File: src/rtl/risc_ctrl_pkg.sv
`default_nettype none
// ============================================================================
// Package     : risc_ctrl_pkg
// Description : Shared definitions for the RISC control unit: opcode values,
//               FSM state encoding, bus-select encodings and the bit positions
//               of the fields inside the instruction register.
// Revision    : 1.0 - initial release
// ============================================================================
package risc_ctrl_pkg;

    // ------------------------------------------------------------------------
    // Opcodes carried in IR[7:4]; anything above OP_BRZ is illegal.
    // ------------------------------------------------------------------------
    localparam logic [3:0] OP_NOP = 4'd0;
    localparam logic [3:0] OP_ADD = 4'd1;
    localparam logic [3:0] OP_SUB = 4'd2;
    localparam logic [3:0] OP_AND = 4'd3;
    localparam logic [3:0] OP_NOT = 4'd4;
    localparam logic [3:0] OP_RD  = 4'd5;
    localparam logic [3:0] OP_WR  = 4'd6;
    localparam logic [3:0] OP_BR  = 4'd7;
    localparam logic [3:0] OP_BRZ = 4'd8;

    // ------------------------------------------------------------------------
    // FSM states. S_WAIT is only reachable in single-step builds.
    // ------------------------------------------------------------------------
    typedef enum logic [3:0] {
        S_IDLE = 4'd0,
        S_FET1 = 4'd1,
        S_FET2 = 4'd2,
        S_DEC  = 4'd3,
        S_EX1  = 4'd4,
        S_RD1  = 4'd5,
        S_RD2  = 4'd6,
        S_WR1  = 4'd7,
        S_WR2  = 4'd8,
        S_BR1  = 4'd9,
        S_BR2  = 4'd10,
        S_HALT = 4'd11,
        S_WAIT = 4'd12
    } state_t;

    // ------------------------------------------------------------------------
    // Bus select encodings. bus_1 values 0..3 pick R0..R3 directly.
    // ------------------------------------------------------------------------
    localparam logic [2:0] SEL1_PC   = 3'd4;
    localparam logic [1:0] SEL2_ALU  = 2'd0;
    localparam logic [1:0] SEL2_BUS1 = 2'd1;
    localparam logic [1:0] SEL2_MEM  = 2'd2;

    // ------------------------------------------------------------------------
    // Instruction register field positions.
    // ------------------------------------------------------------------------
    localparam int OP_MSB   = 7;
    localparam int OP_LSB   = 4;
    localparam int SRC_MSB  = 3;
    localparam int SRC_LSB  = 2;
    localparam int DEST_MSB = 1;
    localparam int DEST_LSB = 0;

    // One-hot register load vector for a 2-bit register index.
    function automatic logic [3:0] reg_onehot(input logic [1:0] idx);
        return 4'b0001 << idx;
    endfunction

endpackage : risc_ctrl_pkg
`default_nettype wire

File: src/rtl/risc_instr_decode.sv
`default_nettype none
// ============================================================================
// Module      : risc_instr_decode
// Description : Purely combinational split of the instruction register into
//               opcode, source and destination register fields, plus a flag
//               for opcodes outside the defined instruction set.
// Ports       : instruction [WORD_SIZE-1:0] in  - IR contents
//               opcode      [OP_SIZE-1:0]   out - IR[7:4]
//               src         [1:0]           out - IR[3:2]
//               dest        [1:0]           out - IR[1:0]
//               illegal                     out - opcode not in NOP..BRZ
// Revision    : 1.0 - initial release
// ============================================================================
module risc_instr_decode
    import risc_ctrl_pkg::*;
#(
    parameter int WORD_SIZE = 8,
    parameter int OP_SIZE   = 4
) (
    input  logic [WORD_SIZE-1:0] instruction,
    output logic [OP_SIZE-1:0]   opcode,
    output logic [1:0]           src,
    output logic [1:0]           dest,
    output logic                 illegal
);

    assign opcode  = instruction[OP_MSB:OP_LSB];
    assign src     = instruction[SRC_MSB:SRC_LSB];
    assign dest    = instruction[DEST_MSB:DEST_LSB];

    // Opcodes are dense from NOP up to BRZ, so one magnitude compare suffices.
    assign illegal = (opcode > OP_SIZE'(OP_BRZ));

endmodule : risc_instr_decode
`default_nettype wire

File: src/rtl/risc_control_unit.sv
`default_nettype none
// ============================================================================
// Module      : risc_control_unit
// Description : Fetch/decode/execute sequencer for the 8-bit RISC datapath.
//               Drives every register load enable, the PC increment, the two
//               bus multiplexer selects and the memory write strobe. Outputs
//               are decoded combinationally from state, IR and the zero flag.
//               Optional build macro SINGLE_STEP_EN adds a 'step' input and a
//               wait state in front of every instruction fetch.
// Ports       : clk          in  - clock, rising edge
//               rst          in  - asynchronous active-high reset
//               instruction  in  - IR contents [7:4] op, [3:2] src, [1:0] dest
//               zero         in  - zero-flag flop output
//               step         in  - (SINGLE_STEP_EN only) advance one instr
//               load_reg     out - one-hot load for R0..R3
//               load_PC      out - PC load from bus_2
//               inc_PC       out - PC increment
//               load_IR      out - IR load from bus_2
//               load_Add_R   out - address register load from bus_2
//               load_Reg_Y   out - Reg_Y load from bus_2
//               load_Reg_Z   out - zero-flag load
//               sel_bus_1    out - 0..3 = R0..R3, 4 = PC
//               sel_bus_2    out - 0 = ALU, 1 = bus_1, 2 = memory
//               write        out - memory write strobe
//               halted       out - high while halted on an illegal opcode
// Revision    : 1.0 - initial release
// ============================================================================
module risc_control_unit
    import risc_ctrl_pkg::*;
#(
    parameter int WORD_SIZE = 8,
    parameter int OP_SIZE   = 4,
    parameter int SEL1_SIZE = 3,
    parameter int SEL2_SIZE = 2
) (
    input  logic                 clk,
    input  logic                 rst,
    input  logic [WORD_SIZE-1:0] instruction,
    input  logic                 zero,
`ifdef SINGLE_STEP_EN
    input  logic                 step,
`endif
    output logic [3:0]           load_reg,
    output logic                 load_PC,
    output logic                 inc_PC,
    output logic                 load_IR,
    output logic                 load_Add_R,
    output logic                 load_Reg_Y,
    output logic                 load_Reg_Z,
    output logic [SEL1_SIZE-1:0] sel_bus_1,
    output logic [SEL2_SIZE-1:0] sel_bus_2,
    output logic                 write,
    output logic                 halted
);

    // Every path that starts a new instruction goes through this state, so
    // single-step builds only need to redirect it to the wait state.
`ifdef SINGLE_STEP_EN
    localparam state_t FETCH_ENTRY = S_WAIT;
`else
    localparam state_t FETCH_ENTRY = S_FET1;
`endif

    state_t               state;
    state_t               next_state;

    logic [OP_SIZE-1:0]   opcode;
    logic [1:0]           src;
    logic [1:0]           dest;
    logic                 illegal;

    risc_instr_decode #(
        .WORD_SIZE (WORD_SIZE),
        .OP_SIZE   (OP_SIZE)
    ) u_decode (
        .instruction (instruction),
        .opcode      (opcode),
        .src         (src),
        .dest        (dest),
        .illegal     (illegal)
    );

    // ------------------------------------------------------------------------
    // State register. Reset is asynchronous so a pending memory write is
    // withdrawn the moment rst rises, not at the next clock.
    // ------------------------------------------------------------------------
    always_ff @(posedge clk or posedge rst) begin
        if (rst) begin
            state <= S_IDLE;
        end else begin
            state <= next_state;
        end
    end

    // ------------------------------------------------------------------------
    // Next-state and output decode.
    // ------------------------------------------------------------------------
    always_comb begin
        next_state = state;
        load_reg   = 4'b0000;
        load_PC    = 1'b0;
        inc_PC     = 1'b0;
        load_IR    = 1'b0;
        load_Add_R = 1'b0;
        load_Reg_Y = 1'b0;
        load_Reg_Z = 1'b0;
        sel_bus_1  = '0;
        sel_bus_2  = '0;
        write      = 1'b0;
        halted     = 1'b0;

        case (state)
            S_IDLE: begin
                next_state = FETCH_ENTRY;
            end

            // PC -> address register.
            S_FET1: begin
                sel_bus_1  = SEL1_SIZE'(SEL1_PC);
                sel_bus_2  = SEL2_SIZE'(SEL2_BUS1);
                load_Add_R = 1'b1;
                next_state = S_FET2;
            end

            // mem[addr] -> IR, PC now points at the operand or next opcode.
            S_FET2: begin
                sel_bus_2  = SEL2_SIZE'(SEL2_MEM);
                load_IR    = 1'b1;
                inc_PC     = 1'b1;
                next_state = S_DEC;
            end

            S_DEC: begin
                if (illegal) begin
                    next_state = S_HALT;
                end else begin
                    case (opcode)
                        OP_NOP: begin
                            next_state = FETCH_ENTRY;
                        end
                        OP_ADD, OP_SUB, OP_AND: begin
                            // First operand parked in Reg_Y; the second comes
                            // straight off bus_1 during S_EX1.
                            sel_bus_1  = SEL1_SIZE'(src);
                            sel_bus_2  = SEL2_SIZE'(SEL2_BUS1);
                            load_Reg_Y = 1'b1;
                            next_state = S_EX1;
                        end
                        OP_NOT: begin
                            sel_bus_1  = SEL1_SIZE'(src);
                            sel_bus_2  = SEL2_SIZE'(SEL2_ALU);
                            load_Reg_Z = 1'b1;
                            load_reg   = reg_onehot(dest);
                            next_state = FETCH_ENTRY;
                        end
                        OP_RD: begin
                            sel_bus_1  = SEL1_SIZE'(SEL1_PC);
                            sel_bus_2  = SEL2_SIZE'(SEL2_BUS1);
                            load_Add_R = 1'b1;
                            next_state = S_RD1;
                        end
                        OP_WR: begin
                            sel_bus_1  = SEL1_SIZE'(SEL1_PC);
                            sel_bus_2  = SEL2_SIZE'(SEL2_BUS1);
                            load_Add_R = 1'b1;
                            next_state = S_WR1;
                        end
                        OP_BR: begin
                            sel_bus_1  = SEL1_SIZE'(SEL1_PC);
                            sel_bus_2  = SEL2_SIZE'(SEL2_BUS1);
                            load_Add_R = 1'b1;
                            next_state = S_BR1;
                        end
                        OP_BRZ: begin
                            if (zero) begin
                                sel_bus_1  = SEL1_SIZE'(SEL1_PC);
                                sel_bus_2  = SEL2_SIZE'(SEL2_BUS1);
                                load_Add_R = 1'b1;
                                next_state = S_BR1;
                            end else begin
                                // Branch not taken: step PC over the target
                                // address word.
                                inc_PC     = 1'b1;
                                next_state = FETCH_ENTRY;
                            end
                        end
                        default: begin
                            next_state = S_HALT;
                        end
                    endcase
                end
            end

            // ALU result written back; the ALU reads Reg_Y and bus_1.
            S_EX1: begin
                sel_bus_1  = SEL1_SIZE'(dest);
                sel_bus_2  = SEL2_SIZE'(SEL2_ALU);
                load_Reg_Z = 1'b1;
                load_reg   = reg_onehot(dest);
                next_state = FETCH_ENTRY;
            end

            // Operand word (data address) -> address register.
            S_RD1: begin
                sel_bus_2  = SEL2_SIZE'(SEL2_MEM);
                load_Add_R = 1'b1;
                inc_PC     = 1'b1;
                next_state = S_RD2;
            end

            S_RD2: begin
                sel_bus_2  = SEL2_SIZE'(SEL2_MEM);
                load_reg   = reg_onehot(dest);
                next_state = FETCH_ENTRY;
            end

            S_WR1: begin
                sel_bus_2  = SEL2_SIZE'(SEL2_MEM);
                load_Add_R = 1'b1;
                inc_PC     = 1'b1;
                next_state = S_WR2;
            end

            S_WR2: begin
                sel_bus_1  = SEL1_SIZE'(src);
                write      = 1'b1;
                next_state = FETCH_ENTRY;
            end

            // Branch target word -> address register, then mem -> PC.
            S_BR1: begin
                sel_bus_2  = SEL2_SIZE'(SEL2_MEM);
                load_Add_R = 1'b1;
                next_state = S_BR2;
            end

            S_BR2: begin
                sel_bus_2  = SEL2_SIZE'(SEL2_MEM);
                load_PC    = 1'b1;
                next_state = FETCH_ENTRY;
            end

            // Only rst leaves this state.
            S_HALT: begin
                halted     = 1'b1;
                next_state = S_HALT;
            end

`ifdef SINGLE_STEP_EN
            S_WAIT: begin
                if (step) begin
                    next_state = S_FET1;
                end
            end
`endif

            default: begin
                next_state = S_IDLE;
            end
        endcase
    end

endmodule : risc_control_unit
`default_nettype wire

File: config.mk
export PLATFORM = sky130hd
export DESIGN_NAME = risc_control_unit
export DESIGN_NICKNAME = d
export VERILOG_FILES = /design/src/rtl/risc_ctrl_pkg.sv /design/src/rtl/risc_instr_decode.sv /design/src/rtl/risc_control_unit.sv
export SDC_FILE = /design/constraint.sdc
export NUM_CORES = 1
export LEC_CHECK = 0
export BUFFER_PORTS_ARGS = -buffer_cell sky130_fd_sc_hd__buf_2
export CORE_UTILIZATION = 35
export DETAILED_ROUTE_END_ITERATION = 10
export PLACE_DENSITY = 0.67
export SLEW_MARGIN = 20
export SYNTH_ARGS = -nofsm -noshare
export SYNTH_HDL_FRONTEND = slang
export SYNTH_HIERARCHICAL = 1
export SYNTH_SLANG_ARGS = --single-unit
File: constraint.sdc
create_clock -name clk -period 1.6 [get_ports clk]
set_clock_uncertainty 0.15 [all_clocks]
set_input_delay 0.08 -clock clk [delete_from_list [all_inputs] [get_ports clk]]
set_output_delay 0.08 -clock clk [all_outputs]
set_load 0.01 [all_outputs]
# Word level (Yosys, flattened, before mapping)
# Cells that the tools add are included.
[word_totals]
ff_bits = 4
out_inout_bits = 17
wordCells = 67
[op_classes]
magnitude_cmp = 1
n_eq_ne = 19
n_shift = 1
muxes = 33
reduce_logical = 12
[ops]
columns = ["cell", "count"]
rows = [
  ["4-bit by 3-bit equality test with 1-bit output (second input constant)", 8],
  ["4-bit one-hot mux with 8 select lines", 1],
  ["4-bit one-hot mux with 6 select lines", 1],
  ["4-bit equality test (second input constant)", 5],
  ["4-bit by 2-bit equality test with 1-bit output (second input constant)", 4],
  ["1-bit 2-to-1 mux", 16],
  ["4-bit 2-to-1 mux", 4],
  ["3-bit one-hot mux with 4 select lines", 1],
  ["6-bit OR reduction", 2],
  ["1-bit one-hot mux with 2 select lines", 5],
  ["3-bit one-hot mux with 3 select lines", 1],
  ["3-bit OR reduction", 3],
  ["4-bit by 1-bit equality test with 1-bit output (second input constant)", 2],
  ["4-bit zero test", 2],
  ["4-bit one-hot mux with 2 select lines", 1],
  ["4-bit OR reduction", 2],
  ["3-bit 2-to-1 mux", 2],
  ["2-bit one-hot mux with 3 select lines", 1],
  ["5-bit OR reduction", 1],
  ["4-bit greater-than comparator (second input constant)", 1],
  ["2-bit OR reduction", 2],
  ["1-bit by 2-bit left shift with 4-bit output (first input constant)", 1],
]

# Logic depth before layout (Yosys ltp)
[depth]
word_depth = 5
mapped_depth = 5
depth_no_buf = 4

# Hierarchy
# Netlist, hierarchy kept.
[modules_own_cells]
columns = ["module", "instances", "cells_per_inst", "area_per_inst_um2", "seq_area_each_um2"]
rows = [
  ["risc_control_unit", 1, 74, 561.8, 100.1],
  ["risc_instr_decode", 1, 9, 68.8, 0.0],
]

# Worst setup path before layout
# OpenSTA, ideal clock, no wires.
[synth_path]
path_kind = "reg-to-output"
startpoint = "reg state[3]"
endpoint = "out load_reg[1]"
t_arrival_ns = 1.477
t_required_ns = 1.370
setup_slack_ns = -0.107
stages_incl_launch_ff = 6
cell_sequence = "dfrtp_1 buf_6 or2_4 nor4_4 a32oi_2 nor3b_1"
[synth_between]
elab_chain_len = 3
word_cells_on_any_way = 5
cone_classes = "eq/ne: 3; mux: 1; reduce/logical: 1"
[synth_rtl]
columns = ["item", "line", "text"]
rows = [
  ["start: declaration", "risc_control_unit.sv:64", "state_t state;"],
  ["start signal: assignment", "risc_control_unit.sv:91", "state <= next_state;"],
  ["4-bit by 3-bit equality test with 1-bit output", "risc_control_unit.sv:112", "case (state)"],
  ["2-bit OR reduction (no source line)", "--", ""],
  ["4-bit one-hot mux with 2 select lines (*)", "risc_control_unit.sv:112", ""],
  ["end: declaration", "risc_control_unit.sv:43", "output logic [3:0] load_reg,"],
]
# Mark *: on every way between the ends. The rest lies on a longest branch, timed or not.

# Worst setup path after layout
[layout_path]
startpoint = "reg state[2]"
endpoint = "out load_reg[1]"
# The elaborated chain is that of the path after synthesis.

==> run_results.csv <==
group,metric,value,unit
synthesis,synth_cell_types,39,
global_route,antenna_found_initial,0,
cts,numClockSinks,4,
timing,fin_ws,-0.208,ns
synthesis,syn_area,631,sq um
cells_and_area,final_common_cell,"buf_2",
synthesis,syn_nets,94,
synthesis,syn_area_per_cell,7.60,sq um
detailed_routing,wire_per_inst,12.1,um
critical_path,slowest_stage,"dfrtp_1",
critical_path,path_buf_inv,1,
global_route,grt_use_total,18.0,%
pwr,p_comb_share,77.3,%
critical_path,critical_path.top_delay_family,"simple AND/OR/NAND/NOR gates",
timing,rsz0062_at_grt,"true",
pwr,p_seq_share,13.7,%
die,fp.dieW,44.4,um
hold_path,hold_path_class,"primary input to asynchronous set/reset pin",
die,start_util,39.6,%
global_route,grt_pass1_vias,607,
global_route,grt_pass1_wl,2.72,mm
timing,setup_viol,9,
critical_path,required,1.37,ns
cts,clk_path_buf_depth,2,
detailed_routing,routed_wl,1.67,mm
cells_and_area,area_delta_synth_final,50.8,%
cells_and_area,nets,127,
cells_and_area,largest-register,"state",
cells_and_area,final_area,951,sq um
die,ios,28,
critical_path,crit_path_max_fanout,4,
status,violations,"negative setup slack",
critical_path,cp_slowest_stage_delay,0.37,ns
timing,layout_min_cycle_time,1.81,ns
timing,fin_crit_sh,113,%
cells_and_area,largest_register_ffs,4,
critical_path,path_cells,"or2_4 -> nor4_4 -> a32oi_2 -> nor3b_2 -> buf_2",
critical_path,worstSetupStartpointType,"flip-flop",
placement,placed_area,805,sq um
placement,gp_congestion,0.834,
pwr,clkPwrFrac,9.0,%
critical_path,end_kind,"primary output",
synthesis,synth_edf_count,0,
cts,cts_tree,"built",
pwr,power.switching,664,uW
cells_and_area,largestRegisters,"state: 4 flops",
status,status,"finished, violations left",
global_route,overflow,0,
die,rows,14,
critical_path,cp.arrival,1.58,ns
die,die-area,0.00198,sq mm
pwr,peakVddDrop,0.588,mV
placement,dp_hpwl,1.26,mm
pwr,p_int,703,uW
detailed_routing,drt_first_pass_iters,4,
detailed_routing,routed_via_density,5.22,
cts,cts_buffers,3,
global_route,grt_max_degree,11,
cells_and_area,final_cell_mix,"27 x buf_2, 13 x buf_4, 7 x nor2_1, 4 x o21ai_0, 4 x a22o_1",
pwr,p_leak,0.000421,uW
critical_path,critical_path_class,"flip-flop to primary output",
timing,max_freq,553,MHz
pwr,powerDensity,1440,mW/mm^2
synthesis,synth-seq-cells,4,
cts,h-tree-depth,1,
pwr,swShare,48.6,%
cells_and_area,antenna_cells,0,
detailed_routing,drc_errors,0,
cts,root_buffer,"clkbuf_4",
timing,relSlewSlack,75.4,%
critical_path,rrSetupSlack,0.17,ns
detailed_routing,ant_nets,0,
timing,tightest_slew,0.364,ns
synthesis,synth_warnings,6,
synthesis,synth-async-reset-ratio,100,%
placement,portBuffers,27,
synthesis,synthFlopType,"dfrtp_1",
synthesis,yosysSeqAreaShare,15.9,%
die,die_h,44.4,um
cts,cts.clk_slew.worst_paths,0.04,ns
cells_and_area,drive_gt1_share,61.4,%
job,drv_cap,0,
timing,tns,-1.15,ns
detailed_routing,drt_iter0_markers,5,
placement,dp_slack,-0.0401,ns
detailed_routing,via_count,720,
die,core_area,0.00159,sq mm
timing,finalHoldViolations,0,
synthesis,synth_cells,83,
cts,clkLatencyLatePin,0.23,ns
timing,slew_violations,0,
-- cells by family after synthesis --
kind of cell,Yosys count,share of synthesized area [%]
XOR/XNOR,1,1.39
buffers and inverters,16,15.9
flip-flops,4,15.9
AO/OA/AOI/OAI,27,33.1
AND/OR/NAND/NOR,35,33.7
-- tightest hold or removal path: stages --
cell           delay (ns)
dlygate4sd3_1        0.53
buf_2                0.12
inv_1                0.13
-- final timing paths --
path / startpoint / to / cells after the start
max in group asynchronous: rst / state[0] / 3
min reg2reg: state[3] / state[2] / 2
min in group clk: instruction[7] / state[2] / 5
min: rst / state[1] / 3
max: state[2] / load_reg[1] / 5
max reg2reg: state[2] / state[2] / 4
-- stage by stage --
stage	instances	power [uW]	util [%]	hold slack, ns
floorplan	83	751	-	-0.304
global placement	132	1010	50.5	-0.184
detailed placement	132	1030	50.5	-0.179
CTS	139	1310	58.1	0.131
global route	138	1480	59.7	0.132
finish	138	1370	59.7	0.130
-- layer usage --
| metal | share of wire [%] | global-route usage, % | wire [um] |
|---|---|---|---|
| met5 | 0 | 0 | 0 |
| met4 | 0 | 0 | 0 |
| met2 | 49 | 32.1 | 824 |
| met3 | 3.7 | 3.67 | 61 |
| met1 | 47 | 23.8 | 784 |
-- cells in the mapped netlist, types with 2 or more instances --
cell,count,area [sq um]
a22o_1,4,35.0
nor3b_1,2,15.0
a311oi_1,2,17.5
buf_2,2,10.0
clkbuf_1,2,7.51
a21oi_1,4,20.0
nor3_1,3,15.0
buf_4,8,60.1
nand2_1,5,18.8
inv_1,2,7.51
nand2b_1,2,12.5
o21ai_0,4,20.0
dfrtp_1,4,100
nand3_1,2,10.0
nor2_1,11,41.3
o32ai_1,3,26.3
-- layout make-up --
class,instances,area (sq um)
fillers,155,643
clock buffers,3,22.5
well taps,24,30.0
repair buffers,41,243
inverters,3,15.0
multi-input cells,63,539
flip-flops and latches,4,101
-- timing repair --
action | in CTS | in global routing
setup endpoints to repair | 12 | 18
buffers inserted | 3 | 0
hold buffers | 1 | 0
gates resized for setup | 14 | 8
pin swaps | 4 | 2
endpoints found under the hold margin | 4 | 0
-- power by group through the flow --
stage / clock network [uW] / logic [uW] / registers (uW)
floorplan: 0 / 596 / 155
global placement: 0 / 841 / 173
detailed placement: 0 / 853 / 173
CTS: 128 / 1000 / 174
global route: 140 / 1140 / 195
finish: 123 / 1060 / 187
(Power assumes the default switching activity.)
